File: config.mk
export PLATFORM = sky130hd
export DESIGN_NAME = ramio_arbiter
export DESIGN_NICKNAME = d
export VERILOG_FILES = /design/src/rtl/ramio_arbiter_pkg.sv /design/src/rtl/ramio_arbiter_pick.sv /design/src/rtl/ramio_arbiter.sv
export SDC_FILE = /design/constraint.sdc
export NUM_CORES = 1
export LEC_CHECK = 0
export CORE_AREA = 5 5 119 121
export DETAILED_ROUTE_END_ITERATION = 10
export DIE_AREA = 0 0 124 126
export PLACE_DENSITY = 0.75
export SETUP_SLACK_MARGIN = 0.5
export SLEW_MARGIN = 10
export SYNTH_ARGS = -nofsm -noshare
export SYNTH_HDL_FRONTEND = slang
export SYNTH_SLANG_ARGS = --single-unit
File: constraint.sdc
create_clock -name clk -period 4.7 [get_ports clk]
set_input_delay 0.94 -clock clk [delete_from_list [all_inputs] [get_ports clk]]
set_output_delay 0.94 -clock clk [all_outputs]
set_load 0.1 [all_outputs]
File: src/rtl/ramio_arbiter_pkg.sv
// rtl/ramio_arbiter_pkg.sv - shared types and encodings for the ramio client-port arbiter
package ramio_arbiter_pkg;

    typedef enum logic [1:0] {
        IDLE  = 2'd0,
        GRANT = 2'd1,
        ACK   = 2'd2
    } state_e;

    localparam logic [2:0] ReadNone  = 3'b000;
    localparam logic [1:0] WriteNone = 2'b00;

    localparam logic [1:0] GrantNone = 2'b00;
    localparam logic [1:0] GrantM0   = 2'b01;
    localparam logic [1:0] GrantM1   = 2'b10;

endpackage

File: src/rtl/ramio_arbiter_pick.sv
// rtl/ramio_arbiter_pick.sv - two-way fixed-priority / round-robin request picker
module ramio_arbiter_pick
    import ramio_arbiter_pkg::*;
#(
    parameter int FixedPriority = 0
) (
    input  logic [1:0] req,
    input  logic [1:0] last_grant,
    output logic [1:0] pick
);

    always_comb begin
        pick = GrantNone;
        if (req == 2'b11) begin
            // On a tie, round-robin favours whichever master did not own the port last
            if (FixedPriority != 0 || last_grant == GrantM1) begin
                pick = GrantM0;
            end else begin
                pick = GrantM1;
            end
        end else if (req[0]) begin
            pick = GrantM0;
        end else if (req[1]) begin
            pick = GrantM1;
        end
    end

endmodule

File: src/rtl/ramio_arbiter.sv
// rtl/ramio_arbiter.sv - shares one ramio client port between fetch (m0) and load/store (m1)
module ramio_arbiter
    import ramio_arbiter_pkg::*;
#(
    parameter int AddressBitWidth = 32,
    parameter int DataBitWidth    = 32,
    parameter int FixedPriority   = 0,
    parameter int TimeoutCycles   = 4096
) (
    input  logic                       clk,
    input  logic                       rst,

    input  logic                       m0_enable,
    input  logic [2:0]                 m0_read_type,
    input  logic [1:0]                 m0_write_type,
    input  logic [AddressBitWidth-1:0] m0_address,
    input  logic [DataBitWidth-1:0]    m0_data_in,
    output logic [DataBitWidth-1:0]    m0_data_out,
    output logic                       m0_ack,
    output logic                       m0_error,

    input  logic                       m1_enable,
    input  logic [2:0]                 m1_read_type,
    input  logic [1:0]                 m1_write_type,
    input  logic [AddressBitWidth-1:0] m1_address,
    input  logic [DataBitWidth-1:0]    m1_data_in,
    output logic [DataBitWidth-1:0]    m1_data_out,
    output logic                       m1_ack,
    output logic                       m1_error,

    output logic                       ramio_enable,
    output logic [2:0]                 ramio_read_type,
    output logic [1:0]                 ramio_write_type,
    output logic [AddressBitWidth-1:0] ramio_address,
    output logic [DataBitWidth-1:0]    ramio_data_in,
    input  logic [DataBitWidth-1:0]    ramio_data_out,
    input  logic                       ramio_data_out_ready,
    input  logic                       ramio_busy,

    output logic [1:0]                 grant
);

    localparam bit TimeoutOn = (TimeoutCycles > 0);
    localparam int TimerBits = TimeoutOn ? $clog2(TimeoutCycles + 1) : 1;
    localparam logic [TimerBits-1:0] TimeoutLast = TimeoutOn ? TimerBits'(TimeoutCycles - 1) : '0;

    state_e                  state_q, state_d;
    logic [1:0]              grant_q, grant_d;
    logic [1:0]              last_grant_q, last_grant_d;
    logic [TimerBits-1:0]    timer_q, timer_d;
    logic [1:0]              ack_d, error_d;
    logic [DataBitWidth-1:0] m0_data_d, m1_data_d;
    logic [1:0]              pick;
    logic                    done;

    ramio_arbiter_pick #(
        .FixedPriority(FixedPriority)
    ) u_pick (
        .req       ({m1_enable, m0_enable}),
        .last_grant(last_grant_q),
        .pick      (pick)
    );

    // Outside GRANT the port is driven to all-zero so side-effecting addresses never see a stray access
    always_comb begin
        ramio_enable     = 1'b0;
        ramio_read_type  = ReadNone;
        ramio_write_type = WriteNone;
        ramio_address    = '0;
        ramio_data_in    = '0;
        if (state_q == GRANT) begin
            if (grant_q == GrantM1) begin
                ramio_enable     = m1_enable;
                ramio_read_type  = m1_read_type;
                ramio_write_type = m1_write_type;
                ramio_address    = m1_address;
                ramio_data_in    = m1_data_in;
            end else if (grant_q == GrantM0) begin
                ramio_enable     = m0_enable;
                ramio_read_type  = m0_read_type;
                ramio_write_type = m0_write_type;
                ramio_address    = m0_address;
                ramio_data_in    = m0_data_in;
            end
        end
    end

    assign done = !ramio_busy && (ramio_read_type == ReadNone || ramio_data_out_ready);

    always_comb begin
        state_d      = state_q;
        grant_d      = grant_q;
        last_grant_d = last_grant_q;
        timer_d      = timer_q;
        ack_d        = 2'b00;
        error_d      = 2'b00;
        m0_data_d    = m0_data_out;
        m1_data_d    = m1_data_out;
        case (state_q)
            IDLE: begin
                if (pick != GrantNone) begin
                    grant_d = pick;
                    timer_d = '0;
                    state_d = GRANT;
                end
            end
            GRANT: begin
                if (done) begin
                    ack_d   = grant_q;
                    state_d = ACK;
                    if (grant_q[0]) m0_data_d = ramio_data_out;
                    if (grant_q[1]) m1_data_d = ramio_data_out;
                end else if (TimeoutOn && timer_q == TimeoutLast) begin
                    ack_d   = grant_q;
                    error_d = grant_q;
                    state_d = ACK;
                    if (grant_q[0]) m0_data_d = '0;
                    if (grant_q[1]) m1_data_d = '0;
                end else if (timer_q != '1) begin
                    timer_d = timer_q + TimerBits'(1);
                end
            end
            ACK: begin
                last_grant_d = grant_q;
                grant_d      = GrantNone;
                state_d      = IDLE;
            end
            default: begin
                grant_d = GrantNone;
                state_d = IDLE;
            end
        endcase
    end

    always_ff @(posedge clk) begin
        if (rst) begin
            state_q      <= IDLE;
            grant_q      <= GrantNone;
            last_grant_q <= GrantM1;
            timer_q      <= '0;
            m0_ack       <= 1'b0;
            m1_ack       <= 1'b0;
            m0_error     <= 1'b0;
            m1_error     <= 1'b0;
            m0_data_out  <= '0;
            m1_data_out  <= '0;
        end else begin
            state_q      <= state_d;
            grant_q      <= grant_d;
            last_grant_q <= last_grant_d;
            timer_q      <= timer_d;
            m0_ack       <= ack_d[0];
            m1_ack       <= ack_d[1];
            m0_error     <= error_d[0];
            m1_error     <= error_d[1];
            m0_data_out  <= m0_data_d;
            m1_data_out  <= m1_data_d;
        end
    end

    assign grant = grant_q;

endmodule
==> flow_summary.ini, run 1 <==
[logic_synthesis]
synth-simple-area-share_pct = 16.4
ys.warnings.count = 0
syn_nets = 615
synth_mux_area_share_pct = 0.492
synthesis.area_sq_um = 4070
synth_ff_type = dfxtp_1
synth.yosys.seq_area_share_pct = 42.8
ys_ff_latch = 87
synth-edff-count = 0
synth_cell_types = 44
synth-compound-area-share_pct = 31.0
synth_top_family_by_area = compound AO/OA/AOI/OAI gates
synth.avg_cell_area_sq_um = 9.30
async_flop_share_pct = 0
synth_xor_area_share_pct = 1.51
synth_cells = 438
synth_fa_ha_area_share_pct = 0.307

[detailed_routing]
drtAntennaViolNets = 0
avgRoutedWirePerCell_um = 19.6
vias = 4726
drtPass1Iterations = 5
drt-vias-per-instance = 5.18
wirelength_mm = 17.9
route.detailed.drc = 0
drtIter0Drc = 455

[clocking]
htreeDepth = 3
clkLatencyLatePin_ns = 0.33
post-cts-setup-buffers = 0
cts_buffers = 9
cts-root-buf = clkbuf_16
hold_buffers = 0
clockBufferDepth = 2
cts_sinks = 87
cts_tree = built
clk_pin_slew_ns = 0.06
ctsResizeCount = 0

[global_route]
grt_max_degree = 46
grt_pass1_vias = 4797
grt-ovfl-total = 0
grt_pass1_wl_mm = 26.8
grt_antenna_before_repair = 0
grt_usage_pct = 22.1

[worst_setup_path]
critPathCaptureType = output port
reg2reg_from = grant[0]$_SDFFE_PP0P_
reg2reg_slack_ns = 1.97
cp_max_fo = 30
r2r_cells = 6
arrival_ns = 2.62
r2r-end = m0_data_out[19]$_SDFFE_PP0P_
worstPathRequired_ns = 3.76
startpoint_type = flop
critPathKind = reg -> out

[die]
die_area_sq_um = 15600
start_util_pct = 31.4
die_y_um = 126
io_pins = 316
die_w_um = 124
fp.coreArea_sq_um = 13000
placementRows = 42

[timing]
fin_crit_sh_pct = 75.7
rsz0062_at_grt = false
setup_tns_ns = 0
worst_slack_ns = 1.14
finClkSkew_ns = 0.00445
hold_viol_final = 0
fmax_mhz = 281
setup_violations = 0
max_slew_margin_pct = 31.6
tightestPinTransition_ns = 1.02
drv_slew = 0
period_needed_ns = 3.56

[power_and_ir_drop]
irDropWorstVdd_uv = 228
p_per_area_nw_per_um2 = 288
total_leakage_power_nw = 2.81

[min_path]
whs_path_depth = 1
hold_class = reg -> reg
worstHoldStart = m1_data_out[20]$_SDFFE_PP0P_
min_delay_worst_endpoint = m1_data_out[20]$_SDFFE_PP0P_

[layout]
fin_nets = 909
final_cell_mix = 245 x clkdlybuf4s50_1, 87 x nor2_1, 87 x dfxtp_1
fillCellCount = 1168
drive_gt1_share_pct = 14.4
final_common_cell = clkdlybuf4s50_1
area.growth.synth_to_final_pct = 80.8
antenna_cells = 0

[place]
hpwlAfterDp_mm = 14.5
place.gp.congestion = 0.886
place_worst_setup_slack_ns = 1.27
portBuffers = 315

[status]
status = complete, no violations

[run]
maxCapViolCount = 0
kinds of logic after synthesis:
family          after synthesis
mux                           2
buf+inv                      43
flops                        87
xor+xnor                      7
fa+ha+maj                     1
compound gates              158
simple gates                140
worst max path at each step:
stage                          startpoint                           end  cells after the start
global route        grant[1]$_SDFFE_PP0P_             ramio_address[23]                      5
global placement          m0_read_type[0]  m0_data_out[17]$_SDFFE_PP0P_                      7
detailed placement        m0_read_type[0]   m0_data_out[3]$_SDFFE_PP0P_                      7
CTS                 grant[1]$_SDFFE_PP0P_             ramio_data_in[10]                      5
finish              grant[1]$_SDFFE_PP0P_             ramio_data_in[10]                      5
floorplan           grant[1]$_SDFFE_PP0P_              ramio_address[0]                      6
cell usage after synthesis (2+ instances only):
master     n  area, sq um
a21oi_1    8         40.0
a21oi_2    2         17.5
a22o_1    64          561
a22oi_1   70          526
a31oi_1    2         12.5
and2_1     7         43.8
and3_1     3         18.8
and4_1     2         17.5
buf_1      4         15.0
buf_12     3         60.1
buf_2      3         15.0
buf_6      8         90.1
buf_8      3         45.0
clkbuf_1  21         78.8
dfxtp_1   87         1740
mux2i_1    2         20.0
nand2_1    4         15.0
nand2b_1   6         37.5
nand3_1    7         35.0
nand4_1    3         18.8
nor2_1    87          327
nor2b_1    3         18.8
nor3_1     5         25.0
nor3b_1    2         15.0
nor4_1     3         18.8
o21ai_0    3         15.0
or3_1      4         25.0
xnor2_1    6         52.6
registers in the layout, indices dropped and copies added, names as in the netlist:
name / count
grant: 2
last_grant_q: 2
m0_ack: 1
m0_data_out: 32
m0_error: 1
m1_ack: 1
m1_data_out: 32
m1_error: 1
state_q: 2
timer_q: 13
metrics by stage:
| stage | cell area (sq um) | utilization, % | power (mW) | hold slack (ns) | instances |
|---|---|---|---|---|---|
| final | 7360 | 56.7 | 2.12 | 0.473 | 913 |
| after global routing | 7360 | 56.7 | 2.20 | 0.486 | 913 |
| after CTS | 7360 | 56.7 | 2.14 | 0.477 | 913 |
| after detailed placement | 7060 | 54.4 | 1.41 | 0.453 | 897 |
| after global placement | 7060 | 54.4 | 1.41 | 0.455 | 897 |
| after floorplan | 4070 | - | 1.16 | 0.431 | 438 |
power breakdown:
| part | total [mW] | leakage, nW | internal, mW | switching (mW) |
|---|---|---|---|---|
| Sequential | 0.763 | 0.702 | 0.749 | 0.0139 |
| Combinational | 0.633 | 1.96 | 0.229 | 0.404 |
| Clock | 0.722 | 0.148 | 0.419 | 0.303 |
| Total | 2.12 | 2.81 | 1.40 | 0.721 |
area by class of cell:
class	count	area (sq um)	area share [%]
Tap cell	176	220	2.99
Multi-Input combinational cell	308	2040	27.7
Sequential cell	87	1740	23.6
Timing Repair Buffer	325	3050	41.5
Clock buffer	9	225	3.06
Clock inverter	7	80.1	1.09
Inverter	1	3.75	0.0510
per-layer routing:
metal / vias up / global-route usage (%) / share of wire, %
met5: - / 0 / 0
met4: 0 / 5.22 / 1.6
met3: 18 / 8.74 / 12
met2: 258 / 37.6 / 49
met1: 2217 / 25.9 / 38
li1: 2233 / - / -
critical path, stage by stage, from the launching register on:
cell and delay [ns]:
dfxtp_1 0.65, nor2b_4 0.63, buf_4 0.42, a22oi_1 0.15
nor2_1 0.11, buf_4 0.32
No activity file was read; power rests on OpenSTA's default activity.
==> run 2: changes to the inputs <==
==> constraint.sdc (replaced) <==
create_clock -name clk -period 3.7 [get_ports clk]
set_input_delay 0.74 -clock clk [delete_from_list [all_inputs] [get_ports clk]]
set_output_delay 0.74 -clock clk [all_outputs]
set_load 0.1 [all_outputs]
==> run 2 against run 1 <==
Net effect:
- worst hold slack better by 0.00064 ns
- sequential share of layout area is 1.8 points lower
- global-route usage is 0.18 points higher
- setup slack worse by 0.31 ns
- final area is 8.2% higher
- cell count is 0.66% higher
- clock power is 25% higher
- via count is 0.21% higher
- total power is 32% higher
- non-clock buffer count is 6 higher
- clock-buffer cell count stayed put
==> flow_summary.ini, run 2 (synthesis results as in run 1) <==
[detailed_routing]
drtPass1Iterations = 5
avgRoutedWirePerCell_um = 19.6
drt-vias-per-instance = 5.15
route.detailed.drc = 0
drtAntennaViolNets = 0
drtIter0Drc = 296
vias = 4736
wirelength_mm = 18.0

[global_route]
grt-ovfl-total = 0
grt_max_degree = 43
grt_usage_pct = 22.2
grt_pass1_wl_mm = 27.1
grt_pass1_vias = 4814
grt_antenna_before_repair = 0

[clocking]
cts_tree = built
cts_sinks = 87
cts-root-buf = clkbuf_16
post-cts-setup-buffers = 0
cts_buffers = 9
htreeDepth = 3
clkLatencyLatePin_ns = 0.33
clk_pin_slew_ns = 0.06
clockBufferDepth = 2
ctsResizeCount = 0
hold_buffers = 0

[timing]
rsz0062_at_grt = false
period_needed_ns = 2.86
setup_violations = 0
max_slew_margin_pct = 31.9
tightestPinTransition_ns = 1.02
fin_crit_sh_pct = 77.4
drv_slew = 0
hold_viol_final = 0
setup_tns_ns = 0
fmax_mhz = 349
finClkSkew_ns = 0.00658

[power_and_ir_drop]
swShare_pct = 35.3
total_leakage_power_nw = 2.86
irDropWorstVdd_uv = 214
power.total_mw = 2.79
p_per_area_nw_per_um2 = 351
power.internal_mw = 1.81
sequentialPowerShare_pct = 34.7
p_switching_mw = 0.986
combPwrFrac_pct = 33.1
p_clk_share_pct = 32.2

[worst_setup_path]
r2r-end = m1_data_out[3]$_SDFFE_PP0P_
critPathKind = reg -> out
worstPathRequired_ns = 2.96
cp_max_fo = 30
arrival_ns = 2.12
r2r_cells = 7
critPathCaptureType = output port
reg2reg_slack_ns = 1.46
startpoint_type = flop
reg2reg_from = timer_q[0]$_SDFFE_PP0P_

[layout]
reg_top3 = m0_data_out x32, m1_data_out x32, timer_q x13
fin_nets = 915
area.growth.synth_to_final_pct = 95.7
antenna_cells = 0
final_common_cell = clkdlybuf4s50_1
final_cell_mix = 243 x clkdlybuf4s50_1, 85 x dfxtp_1, 85 x buf_4
drive_gt1_share_pct = 25.0

[place]
hpwlAfterDp_mm = 14.4
portBuffers = 315
place.gp.congestion = 0.884

[run]
maxCapViolCount = 0

[die]
fp.coreArea_sq_um = 13000
die_y_um = 126
die_area_sq_um = 15600
io_pins = 316
die_w_um = 124
start_util_pct = 31.4
placementRows = 42

[min_path]
min_delay_worst_endpoint = timer_q[12]$_SDFFE_PP0P_
hold_class = reg -> reg
whs_path_depth = 1
worstHoldStart = timer_q[12]$_SDFFE_PP0P_

[status]
status = complete, no violations
run 2: power by group through the flow:
stage	Sequential [mW]	Combinational, mW	Clock, mW
after global placement	0.990	0.916	0
after detailed placement	0.991	0.925	0
final	0.970	0.925	0.901
after floorplan	1.07	0.514	0
after global routing	0.971	0.965	0.976
after CTS	0.970	0.928	0.926
run 2: worst max path at each step:
stage | depth (start not counted) | start | to
detailed placement | 7 | m1_read_type[0] | m1_data_out[3]$_SDFFE_PP0P_
global placement | 7 | m1_read_type[0] | m1_data_out[8]$_SDFFE_PP0P_
floorplan | 6 | grant[1]$_SDFFE_PP0P_ | ramio_address[0]
global route | 4 | state_q[1]$_SDFFE_PP0P_ | ramio_data_in[6]
finish | 4 | state_q[1]$_SDFFE_PP0P_ | ramio_data_in[6]
CTS | 4 | state_q[1]$_SDFFE_PP0P_ | ramio_data_in[6]
run 2: area by class of cell:
class,instances,area (sq um)
Timing Repair Buffer,331,3130
Multi-Input combinational cell,308,2570
Fill cell,1088,5010
Tap cell,176,220
Clock buffer,9,225
Sequential cell,87,1740
Inverter,1,3.75
Clock inverter,7,80.1
run 2: layer usage:
| layer | share of wire (%) | GRT usage, % |
|---|---|---|
| met1 | 34 | 23.5 |
| met2 | 52 | 40.6 |
| met3 | 12 | 8.97 |
| met4 | 1.5 | 5.61 |
| met5 | 0 | 0 |
run 2: stage by stage:
stage	instances	cell area [sq um]	worst slack, ns	utilization [%]	hold WS [ns]
floorplan	438	4600	0.492	-	0.431
finish	919	7970	0.836	61.4	0.474
CTS	919	7970	0.815	61.4	0.476
global placement	903	7660	0.844	59.1	0.456
detailed placement	903	7660	0.798	59.1	0.457
global route	919	7970	0.723	61.4	0.488
run 2: critical path: stages, from the launching register on:
cell	delay (ns)
dfxtp_1	0.44
nand2b_4	0.67
buf_4	0.34
nor2_4	0.05
buf_4	0.23
